[config.mk]
export PLATFORM = sky130hd
export DESIGN_NAME = mac_bank_seq
export DESIGN_NICKNAME = d
export VERILOG_FILES = /design/src/rtl/mac_bank_seq.sv
export SDC_FILE = /design/constraint.sdc
export NUM_CORES = 1
export LEC_CHECK = 0
export ABC_AREA = 0
export BUFFER_PORTS_ARGS = -buffer_cell sky130_fd_sc_hd__buf_4
export CAP_MARGIN = 15
export CORE_MARGIN = 10
export CORE_UTILIZATION = 30
export DETAILED_ROUTE_END_ITERATION = 7
export GPL_ROUTABILITY_DRIVEN = 0
export GPL_TIMING_DRIVEN = 0
export MAX_ROUTING_LAYER = met4
export PLACE_DENSITY = 0.52
export SKIP_LAST_GASP = 1
export SYNTH_ARGS = -nofsm -noshare
export SYNTH_HDL_FRONTEND = slang
export SYNTH_SLANG_ARGS = --single-unit
[constraint.sdc]
create_clock -name clk -period 2.7 [get_ports clk]
set_clock_uncertainty 0.05 [all_clocks]
set_input_delay 0.135 -clock clk [delete_from_list [all_inputs] [get_ports clk]]
set_output_delay 0.135 -clock clk [all_outputs]
set_load 0.02 [all_outputs]
[src/rtl/mac_bank_seq.sv]
// Tile sequencer for the 12-lane MAC bank: issues buffer reads, re-times the read strobe
// through the buffer and bank latencies, then drives bias-add and the output handshake.
module mac_bank_seq #(
  parameter int ADDR_W  = 10,
  parameter int CNT_W   = 10,
  parameter int RD_LAT  = 2,
  parameter int MAC_LAT = 4
) (
  input  logic              clk,
  input  logic              rstn,
  input  logic              start_i,
  input  logic [CNT_W-1:0]  cfg_ntile_i,
  input  logic [ADDR_W-1:0] cfg_din_base_i,
  input  logic [ADDR_W-1:0] cfg_wgt_base_i,
  input  logic              out_rdy_i,
  output logic              busy_o,
  output logic              done_o,
  output logic              din_rd_en_o,
  output logic [ADDR_W-1:0] din_addr_o,
  output logic              wgt_rd_en_o,
  output logic [ADDR_W-1:0] wgt_addr_o,
  output logic              mac_vld_o,
  output logic              acc_clr_o,
  output logic              acc_en_o,
  output logic              bias_en_o,
  output logic              out_vld_o
);

  typedef enum logic [2:0] {
    IDLE,
    ISSUE,
    DRAIN,
    BIAS,
    OUT,
    DONE
  } state_t;

  // Every pipe stage except the last (acc_en) stage must be empty to leave DRAIN.
  localparam logic [MAC_LAT-1:0] MAC_LOW_MASK = {MAC_LAT{1'b1}} >> 1;

  state_t              stateReg, stateNext;
  logic [CNT_W-1:0]    tileCntReg;
  logic [CNT_W-1:0]    ntileReg;
  logic [ADDR_W-1:0]   dinAddrReg;
  logic [ADDR_W-1:0]   wgtAddrReg;
  logic [RD_LAT-1:0]   rdPipeReg, rdPipeNext;
  logic [MAC_LAT-1:0]  macPipeReg, macPipeNext;
  logic                firstReg;
  logic                rdEn;
  logic                accEn;
  logic                lastRead;
  logic                pipeDrained;
  logic                startJob;

  assign rdEn        = (stateReg == ISSUE);
  assign accEn       = macPipeReg[MAC_LAT-1];
  assign lastRead    = (tileCntReg == (ntileReg - CNT_W'(1)));
  assign pipeDrained = (rdPipeReg == '0) && ((macPipeReg & MAC_LOW_MASK) == '0);
  assign startJob    = (stateReg == IDLE) && start_i;

  assign rdPipeNext[0]  = rdEn;
  assign macPipeNext[0] = rdPipeReg[RD_LAT-1];

  for (genvar gi = 1; gi < RD_LAT; gi++) begin : g_rdPipe
    assign rdPipeNext[gi] = rdPipeReg[gi-1];
  end

  for (genvar gi = 1; gi < MAC_LAT; gi++) begin : g_macPipe
    assign macPipeNext[gi] = macPipeReg[gi-1];
  end

  always_comb begin
    stateNext = stateReg;
    unique case (stateReg)
      IDLE:    if (start_i) stateNext = (cfg_ntile_i != '0) ? ISSUE : DONE;
      ISSUE:   if (lastRead) stateNext = DRAIN;
      DRAIN:   if (pipeDrained) stateNext = BIAS;
      BIAS:    stateNext = OUT;
      OUT:     if (out_rdy_i) stateNext = DONE;
      DONE:    stateNext = IDLE;
      default: stateNext = IDLE;
    endcase
  end

  always_ff @(posedge clk) begin
    if (rstn) begin
      stateReg   <= IDLE;
      tileCntReg <= '0;
      ntileReg   <= '0;
      dinAddrReg <= '0;
      wgtAddrReg <= '0;
      rdPipeReg  <= '0;
      macPipeReg <= '0;
      firstReg   <= 1'b0;
    end else begin
      stateReg   <= stateNext;
      rdPipeReg  <= rdPipeNext;
      macPipeReg <= macPipeNext;
      if (startJob && (cfg_ntile_i != '0)) begin
        ntileReg   <= cfg_ntile_i;
        tileCntReg <= '0;
        dinAddrReg <= cfg_din_base_i;
        wgtAddrReg <= cfg_wgt_base_i;
        firstReg   <= 1'b1;
      end else begin
        // Addresses stop on the last read so they hold base+N-1 after ISSUE.
        if (rdEn && !lastRead) begin
          tileCntReg <= tileCntReg + CNT_W'(1);
          dinAddrReg <= dinAddrReg + ADDR_W'(1);
          wgtAddrReg <= wgtAddrReg + ADDR_W'(1);
        end
        if (accEn) firstReg <= 1'b0;
      end
    end
  end

  // busy_o falls in the done_o cycle, so a new start is accepted right after it.
  assign busy_o      = (stateReg != IDLE) && (stateReg != DONE);
  assign done_o      = (stateReg == DONE);
  assign din_rd_en_o = rdEn;
  assign wgt_rd_en_o = rdEn;
  assign din_addr_o  = dinAddrReg;
  assign wgt_addr_o  = wgtAddrReg;
  assign mac_vld_o   = rdPipeReg[RD_LAT-1];
  assign acc_en_o    = accEn;
  assign acc_clr_o   = accEn & firstReg;
  assign bias_en_o   = (stateReg == BIAS);
  assign out_vld_o   = (stateReg == OUT);

endmodule

# Word level (Yosys, flattened, before mapping)
# Index checks and enable logic that the tools add are counted.
[totals]
register_bits = 50
inputBits = 34
output_inout_bits = 29
wordCells = 51
[classes]
addsub = 4
eq_ne = 11
muxes = 12
n_bitwise = 1
n_reduce_logical = 15
[op_table]
columns = ["operator", "count"]
rows = [
  ["10-bit 2-to-1 mux", 4],
  ["10-bit by 1-bit adder with 10-bit output (second input constant)", 3],
  ["3-bit 2-to-1 mux", 5],
  ["3-bit one-hot mux with 5 select lines", 1],
  ["10-bit == test", 1],
  ["10-bit nonzero test", 1],
  ["10-bit by 1-bit subtractor with 10-bit output (second input constant)", 1],
  ["3-bit by 2-bit == test with 1-bit output (second input constant)", 2],
  ["3-bit == test (second input constant)", 2],
  ["2-bit != test (second input constant)", 3],
  ["1-bit logical AND", 5],
  ["4-bit zero test", 1],
  ["4-bit AND reduction", 1],
  ["2-bit nonzero test", 2],
  ["3-bit by 1-bit == test with 1-bit output (second input constant)", 1],
  ["3-bit zero test", 1],
  ["3-bit != test (second input constant)", 1],
  ["3-bit nonzero test", 1],
  ["2-bit zero test", 1],
  ["1-bit 2-to-1 mux", 2],
  ["2-bit by 1-bit != test with 1-bit output (second input constant)", 1],
  ["2-bit OR reduction", 1],
  ["1-bit AND", 1],
  ["1-bit zero test", 1],
]

# Logic depth before layout (Yosys ltp)
# Gate-level depths: netlist (run 1).
[depth]
word_depth = 6
mapped_depth = 10
ltp_nobuf = 9

# Least setup slack after synthesis (run 1)
# Ideal clock, no wire load.
[synth_path]
kind = "register to register"
startpoint = "reg ntileReg[0]"
endpoint = "reg wgtAddrReg[6] (netlist: wgt_addr_o[6])"
setup_time_ns = 0.086
arrival_ns = 2.195
required_ns = 2.564
slack_ns = 0.370
path_stages_with_launch = 10
path_buffers = 1
synth_period_minus_slack_ns = 2.330
cell_sequence = "dfxtp_1 > inv_1 > ha_1 > xor2_1 > o2111ai_1 > nor4_4 > buf_2 > a21oi_1 > xnor2_1 > a211oi_1"
[synth_via]
elab_chain_cells = 5
[synth_rtl]
columns = ["element", "line", "text"]
rows = [
  ["from (decl)", "43", "logic [CNT_W-1:0] ntileReg;"],
  ["from (signal assigned)", "100", "ntileReg <= cfg_ntile_i;"],
  ["10-bit by 1-bit subtractor with 10-bit output", "57", "assign lastRead = (tileCntReg == (ntileReg - CNT_W'(1)));"],
  ["10-bit == test", "57", ""],
  ["1-bit zero test", "107", "if (rdEn && !lastRead) begin"],
  ["1-bit logical AND", "107", ""],
  ["2-bit nonzero test (no line)", "-", ""],
  ["to (signal assigned)", "103", "wgtAddrReg <= cfg_wgt_base_i;"],
  ["to (signal assigned)", "110", "wgtAddrReg <= wgtAddrReg + ADDR_W'(1);"],
  ["to (decl)", "45", "logic [ADDR_W-1:0] wgtAddrReg;"],
]
# No other way between the ends.
# A chain may end at the register's enable or synchronous reset.

# Final worst setup path (run 1)
# Same ends and word-level chain as after synthesis.

==> metrics.txt, run 1 <==
status=complete, no violations; master cell of the clock root buffer=sky130_fd_sc_hd__clkbuf_8; CP endpoint kind=register; initial antenna violation count=0; HP Class=in2reg; Initial Util=0.304; via count of the first global-routing pass=2794; area fraction of the dominant cell type after synthesis=0.359; row cnt=35; Yosys warning total=0; most common cell in the netlist=sky130_fd_sc_hd__dfxtp_1; total of max-cap violations=0; most area-consuming cells after synthesis=sky130_fd_sc_hd__dfxtp_1 (36%), sky130_fd_sc_hd__xnor2_1 (7.5%), sky130_fd_sc_hd__a211oi_1 (6.2%); clock group share of total power=0.258; cell taking the most area after synthesis=sky130_fd_sc_hd__dfxtp_1; Synth top cells by count=sky130_fd_sc_hd__dfxtp_1 (50), sky130_fd_sc_hd__nor2_1 (41), sky130_fd_sc_hd__nand2_1 (34), sky130_fd_sc_hd__a21oi_1 (30), sky130_fd_sc_hd__xnor2_1 (24); final cell count without fillers=525; CTS tree=yes; final net count=452; number of distinct standard cells referenced by the synthesized netlist=46; proportion of layout cells with a drive suffix above 1=0.213; Area growth, synth to finish=25.9%; startpoint of the most critical setup path=ntileReg[0]; pre-CTS setup slack=-0.192 ns; sequential share of power=0.494; number of nets produced by synthesis=380; RSZ-0062 raised after global routing=true; worst setup slack after layout=0.161 ns; core region area=0.00915 mm2; pin count of the biggest net entering global routing=15; flop-to-flop setup slack=0.16 ns; Via density=5.13; number of pins exceeding their max-slew limit in the final report=0; fraction of synthesis flops using an asynchronous set or reset pin=0; sort of element at the start of the critical path=register; count of flip-flops with a built-in enable after synthesis=0; max-slew headroom at the worst pin=0.602; number of levels in the clock H-tree=2; crit path DAT=2.71 ns; net switching fraction of the power=0.327; iteration count of the initial detailed-routing pass=4; sum of overflow across all layers after global routing=0; reported net switching power=553 uW; Tot Pwr=1.69 mW; Antenna diodes=0; Logic pwr share=0.248; DRT Wirelength=8300 um; post-route ant nets=0; leakage power summed over all cells=1.40 nW; Die Height=116 um; Hold Path Origin=cfg_ntile_i[6]; PortBufs=62; Mapped Avg Cell Area=8.15 um2; combined area of all synthesized cells=0.00279 mm2; Num CTS Buffers=5; category of the most critical setup path=reg2reg; buffer depth of the longest clock path=2; portion of the clock cycle consumed by the worst path in the final layout=0.940; Filler Cells Inserted=953; reg-to-reg startpoint=ntileReg[0]; clock-pin slew on the worst setup and hold paths=0.09 ns; first-pass GRT wire length=13700 um; power density normalized to cell area=483 mW/mm2; portion of the post-synthesis area used by sequential elements=0.359; DP Wirelength=6190 um; internal power component=1.14 mW; Worst IR Drop VDD=0.192 mV; overall global routing resource usage=0.129; Synth Instances=342; main flop type after synthesis=sky130_fd_sc_hd__dfxtp_1; min cycle time layout=2.54 ns; DRC violation count after routing=0; sink count of the clock tree=50; achievable frequency=394 MHz; count of state elements after synthesis=50; data required time at the worst endpoint=2.88 ns; actual transition at the worst max-transition pin=0.597 ns; latest clock arrival within the worst-skew pair=0.31 ns; Placed Cells incl. Taps=515; number of vias in the routed layout=2693; setup-violating endpoint count in the final report=0; area of the die=0.0135 mm2; x dimension of the die=116 um; average wire per cell in the routed design=15.8 um; Layout Utilization=0.383; crit path max fanout=10; number of hold violations in the final report=0; top-level port count=63; count of routing violations after the opening detailed-route iteration=112
[registers in the layout, indices dropped and copies added (netlist names)]
| signal | flops |
|---|---|
| wgt_addr_o | 10 |
| ntileReg | 10 |
| din_addr_o | 10 |
| stateReg | 3 |
| rdPipeReg | 2 |
| firstReg | 1 |
| macPipeReg | 4 |
| tileCntReg | 10 |
[final timing paths]
| check | depth (start not counted) | end |
|---|---|---|
| min reg2reg | 1 | macPipeReg[2] |
| max | 10 | wgt_addr_o[6] |
| max reg2reg | 10 | wgt_addr_o[6] |
| min | 3 | ntileReg[6] |
[cell families after synthesis]
group	share of synthesized area
and+or+nand+nor	0.280
xor gates and xnor gates	0.104
buffers and inverters	0.0548
DFF	0.359
AOI/OAI and AO/OA	0.170
muxes	0.0144
adders and majority gates	0.0180
[cell usage in the layout, fill, tap and decap left out, types with 3 or more instances in the layout]
master / n
sky130_fd_sc_hd__buf_1: 4
sky130_fd_sc_hd__a211oi_1: 23
sky130_fd_sc_hd__a21oi_1: 30
sky130_fd_sc_hd__buf_4: 67
sky130_fd_sc_hd__mux2i_1: 4
sky130_fd_sc_hd__inv_1: 12
sky130_fd_sc_hd__nor3_1: 7
sky130_fd_sc_hd__xnor2_1: 24
sky130_fd_sc_hd__and3_1: 9
sky130_fd_sc_hd__nand4_1: 6
sky130_fd_sc_hd__nand2b_1: 5
sky130_fd_sc_hd__ha_1: 4
sky130_fd_sc_hd__clkbuf_1: 14
sky130_fd_sc_hd__nor2_1: 41
sky130_fd_sc_hd__nor2b_1: 6
sky130_fd_sc_hd__and4_1: 5
sky130_fd_sc_hd__and2_1: 3
sky130_fd_sc_hd__nor4_1: 5
sky130_fd_sc_hd__clkbuf_8: 5
sky130_fd_sc_hd__nand4b_1: 3
sky130_fd_sc_hd__nand2_1: 34
sky130_fd_sc_hd__nand3_1: 7
sky130_fd_sc_hd__dfxtp_1: 48
sky130_fd_sc_hd__buf_2: 3
sky130_fd_sc_hd__nand3b_1: 3
sky130_fd_sc_hd__xor2_1: 9
sky130_fd_sc_hd__nor4_2: 3
[layer usage]
| metal | share of wire | global-route usage | wire (um) | vias to the layer above |
|---|---|---|---|---|
| met1 | 0.50 | 0.166 | 4170 | 1266 |
| li1 | - | - | - | 1350 |
| met4 | 0.0088 | 0.0284 | 73 | 0 |
| met2 | 0.44 | 0.199 | 3640 | 71 |
| met3 | 0.051 | 0.0318 | 420 | 6 |
| met5 | 0 | - | 0 | - |
[what timing repair did]
item,4_1_cts,5_1_grt
pin swaps,1,0
hold buffers,0,0
setup endpoints to repair,25,31
buffers inserted,3,0
gates cloned,0,0
resized for setup,2,5
[critical path: stages, from the launching register on]
cell and delay [ns]:
sky130_fd_sc_hd__dfxtp_4 0.38, sky130_fd_sc_hd__inv_1 0.06, sky130_fd_sc_hd__ha_1 0.28, sky130_fd_sc_hd__nand2b_4 0.10, sky130_fd_sc_hd__nor4_1 0.27, sky130_fd_sc_hd__a31oi_1 0.09, sky130_fd_sc_hd__o21ai_2 0.41, sky130_fd_sc_hd__buf_2 0.33
sky130_fd_sc_hd__a21oi_1 0.12, sky130_fd_sc_hd__xnor2_1 0.13, sky130_fd_sc_hd__a211oi_1 0.23
[layout make-up]
class / instances / area [um2] / area share
plain buffers: 24 / 113 / 0.0321
repair buffers: 65 / 488 / 0.139
well taps: 111 / 139 / 0.0396
flip-flops and latches: 50 / 1010 / 0.287
clock inverters: 1 / 7.51 / 0.00214
clock buffers: 6 / 72.6 / 0.0207
multi-input cells: 256 / 1640 / 0.467
inverters: 12 / 45.0 / 0.0128
[per-stage QoR]
step / hold WS, ns / TNS [ns] / instance area [um2]
after floorplan: 0.221 / 0 / 2790
after global placement: 0.351 / -1.59 / 3390
after detailed placement: 0.353 / -2.31 / 3390
after CTS: 0.0206 / 0 / 3500
after global routing: 0.0321 / -0.294 / 3510
final: 0.0331 / 0 / 3510
[power groups by stage]
stage / sequential, mW / clock, mW / combinational, mW
after global routing: 0.846 / 0.477 / 0.462
after CTS: 0.836 / 0.457 / 0.425
after floorplan: 0.873 / 0 / 0.230
final: 0.836 / 0.437 / 0.420
after detailed placement: 0.853 / 0 / 0.420
after global placement: 0.851 / 0 / 0.417
(Power assumes the default switching activity.)
==> inputs of run 2 (changes only) <==
--- a/config.mk
+++ b/config.mk
@@ -8,7 +8,7 @@
 export ABC_AREA = 0
 export BUFFER_PORTS_ARGS = -buffer_cell sky130_fd_sc_hd__buf_4
 export CAP_MARGIN = 15
-export CORE_MARGIN = 10
+export CORE_MARGIN = 2
 export CORE_UTILIZATION = 30
 export DETAILED_ROUTE_END_ITERATION = 7
 export GPL_ROUTABILITY_DRIVEN = 0
==> run 2 against run 1 <==
Net effect:
- clock power rose by 51%
- cell area rose by 2.2%
- cell count rose by 0.19%
- via count fell by 1.7%
- total power rose by 13%
- core utilization rose by 1.0 points
- register-to-register slack improved by 0.03 ns
- non-clock buffer count did not move
- critical path depth fell by 1
- global-route usage rose by 3.0 points
- first-iteration DRC count fell by 18%
==> metrics.txt, run 2 (synthesis results as in run 1) <==
achievable frequency=398 MHz (+1.0%); cell family with the largest share of critical-path delay=simple AND/OR/NAND/NOR gates; via count of the first global-routing pass=2525 (-9.6%); Die Height=100 um (-14%); portion of the clock cycle consumed by the worst path in the final layout=0.931 (-0.00945); Initial Util=0.306 (+0.00146); commonest cells after routing, fill and taps aside=sky130_fd_sc_hd__buf_4 (66), sky130_fd_sc_hd__dfxtp_1 (48), sky130_fd_sc_hd__nor2_1 (41), sky130_fd_sc_hd__nand2_1 (34), sky130_fd_sc_hd__a21oi_1 (30); hold path endpoint=ntileReg[6]; total of max-cap violations=0 (unchanged); reg-to-reg startpoint=ntileReg[3]; commonest non-fill, non-tap cell in the layout=sky130_fd_sc_hd__buf_4; row cnt=35 (unchanged); hold path depth=3 (unchanged); PortBufs=62 (unchanged); post-route ant nets=0 (unchanged); WHS=0.0234 ns (-0.00968 ns); DRC violation count after routing=0 (unchanged); flop-to-flop setup slack=0.19 ns (+0.03 ns); core region area=0.00911 mm2 (-0.48%); master cell of the clock root buffer=sky130_fd_sc_hd__clkbuf_8; latest clock arrival within the worst-skew pair=0.31 ns (about the same); DRT Wirelength=7630 um (-8.0%); DP Wirelength=5600 um (-9.5%); leakage power summed over all cells=1.43 nW (+2.6%); total area of sequential cells=0.00101 mm2 (unchanged); Worst IR Drop VDD=0.317 mV (+65%); pin count of the biggest net entering global routing=16 (+1); first-pass GRT wire length=12500 um (-8.6%); most used cell along the critical path=sky130_fd_sc_hd__buf_2; top-level port count=63 (unchanged); count of routing violations after the opening detailed-route iteration=92 (-18%); max-slew headroom at the worst pin=0.624 (+0.0226); largest stage delay on the critical path=0.33 ns (-0.08 ns); number of hold violations in the final report=0 (unchanged); number of cells traversed by the worst register-to-register path=9 (-1); slowest stage cell, crit path=sky130_fd_sc_hd__nor4_2; status=complete, no violations; sum of overflow across all layers after global routing=0 (unchanged); number of levels in the clock H-tree=2 (unchanged); data required time at the worst endpoint=2.86 ns (-0.02 ns); Critical R2R Capture=wgt_addr_o[8]; Num CTS Buffers=5 (unchanged); final net count=452 (unchanged); power density normalized to cell area=535 mW/mm2 (+11%); final total negative setup slack=0 ns (unchanged); Tot Pwr=1.92 mW (+13%); buffer depth of the longest clock path=2 (unchanged); startpoint of the most critical setup path=ntileReg[3]; crit path DAT=2.67 ns (-0.04 ns); setup-violating endpoint count in the final report=0 (unchanged); number of pins exceeding their max-slew limit in the final report=0 (unchanged); iteration count of the initial detailed-routing pass=4 (unchanged); area of combinational cells with multiple inputs=0.00165 mm2 (+1.1%); average wire per cell in the routed design=14.5 um (-8.2%); CP endpoint kind=register; hold buffers post-CTS=0 (unchanged); area of the die=0.0101 mm2 (-26%); crit path max fanout=10 (unchanged); sort of element at the start of the critical path=register; ordered cell list for the critical path=buf_2 -> nor4_2 -> nand2b_1 -> o311ai_2 -> o21ai_4 -> a21oi_2 -> buf_2 -> nand4_1 -> and3_1; Via density=5.03 (-1.9%); Bufs and invs on worst path=2 (unchanged); category of the most critical setup path=reg2reg; HP Class=in2reg; overall global routing resource usage=0.159 (+0.0301); min cycle time layout=2.51 ns (-0.0255 ns); sink count of the clock tree=50 (unchanged); CTS tree=yes; clock-pin slew on the worst setup and hold paths=0.09 ns (about the same); Filler Cells Inserted=941 (-1.3%); RSZ-0062 raised after global routing=false; actual transition at the worst max-transition pin=0.563 ns (-0.0340 ns); Hold Path Origin=cfg_ntile_i[6]; number of vias in the routed layout=2648 (-1.7%); proportion of layout cells with a drive suffix above 1=0.222 (+0.00913); initial antenna violation count=0 (unchanged); x dimension of the die=100 um (-14%); Area growth, synth to finish=28.6%; Antenna diodes=0 (unchanged)
## run 2: cell count changes in the layout (fill, tap and decap cells not counted), sizes merged
cell,previous run,this run
bufinv,0,2
clkinvlp,1,0
## run 2: worst min-delay path, delay by kind of cell
kind            cells  cell delay [ns]
buf+inv             1             0.11
compound gates      1             0.05
simple gates        1             0.05
## run 2: layout make-up
cell class	instances	share of cell area
multi-input combinational	256	0.461
inverter	12	0.0126
timing repair buffer	65	0.136
sequential	50	0.281
tap	111	0.0387
clock inverter	2	0.0168
clock buffer	6	0.0230
buffer	24	0.0307
## run 2: power breakdown
part	switching, mW	total, mW	internal (mW)
sequential	0.0540	0.835	0.781
combinational	0.242	0.425	0.183
clock	0.264	0.660	0.395
total	0.560	1.92	1.36
## run 2: routing by layer
metal  track usage  up-vias  routed length (um)
met5             -        -                   0
met4        0.0263        0                  58
met3        0.0369        8                 483
met2         0.249       72                3510
met1         0.212     1221                3580
li1              -     1347                   -
## run 2: metrics by stage
stage / util / std cells / area (um2) / worst slack, ns
after floorplan: - / 342 / 2790 / 0.370
after global placement: 0.372 / 515 / 3390 / -0.135
after detailed placement: 0.372 / 515 / 3390 / -0.239
after CTS: 0.391 / 526 / 3560 / 0.0439
after global routing: 0.394 / 526 / 3580 / 0.0257
final: 0.394 / 526 / 3580 / 0.186
## run 2: how the worst max path moves through the flow
stage / end / slack, ns / cells past startpoint
2_1_floorplan: wgt_addr_o[6] / 0.37 / 9
3_3_place_gp: din_addr_o[3] / -0.14 / 10
3_5_place_dp: din_addr_o[7] / -0.24 / 10
4_1_cts: din_addr_o[3] / 0.04 / 11
5_1_grt: wgt_addr_o[8] / 0.03 / 9
6_report: wgt_addr_o[8] / 0.19 / 9
## run 2: repair_timing
item                       CTS  global route
buffers inserted             3             0
setup endpoints to repair   26            24
resized for setup            2             6
pin swaps                    1             0
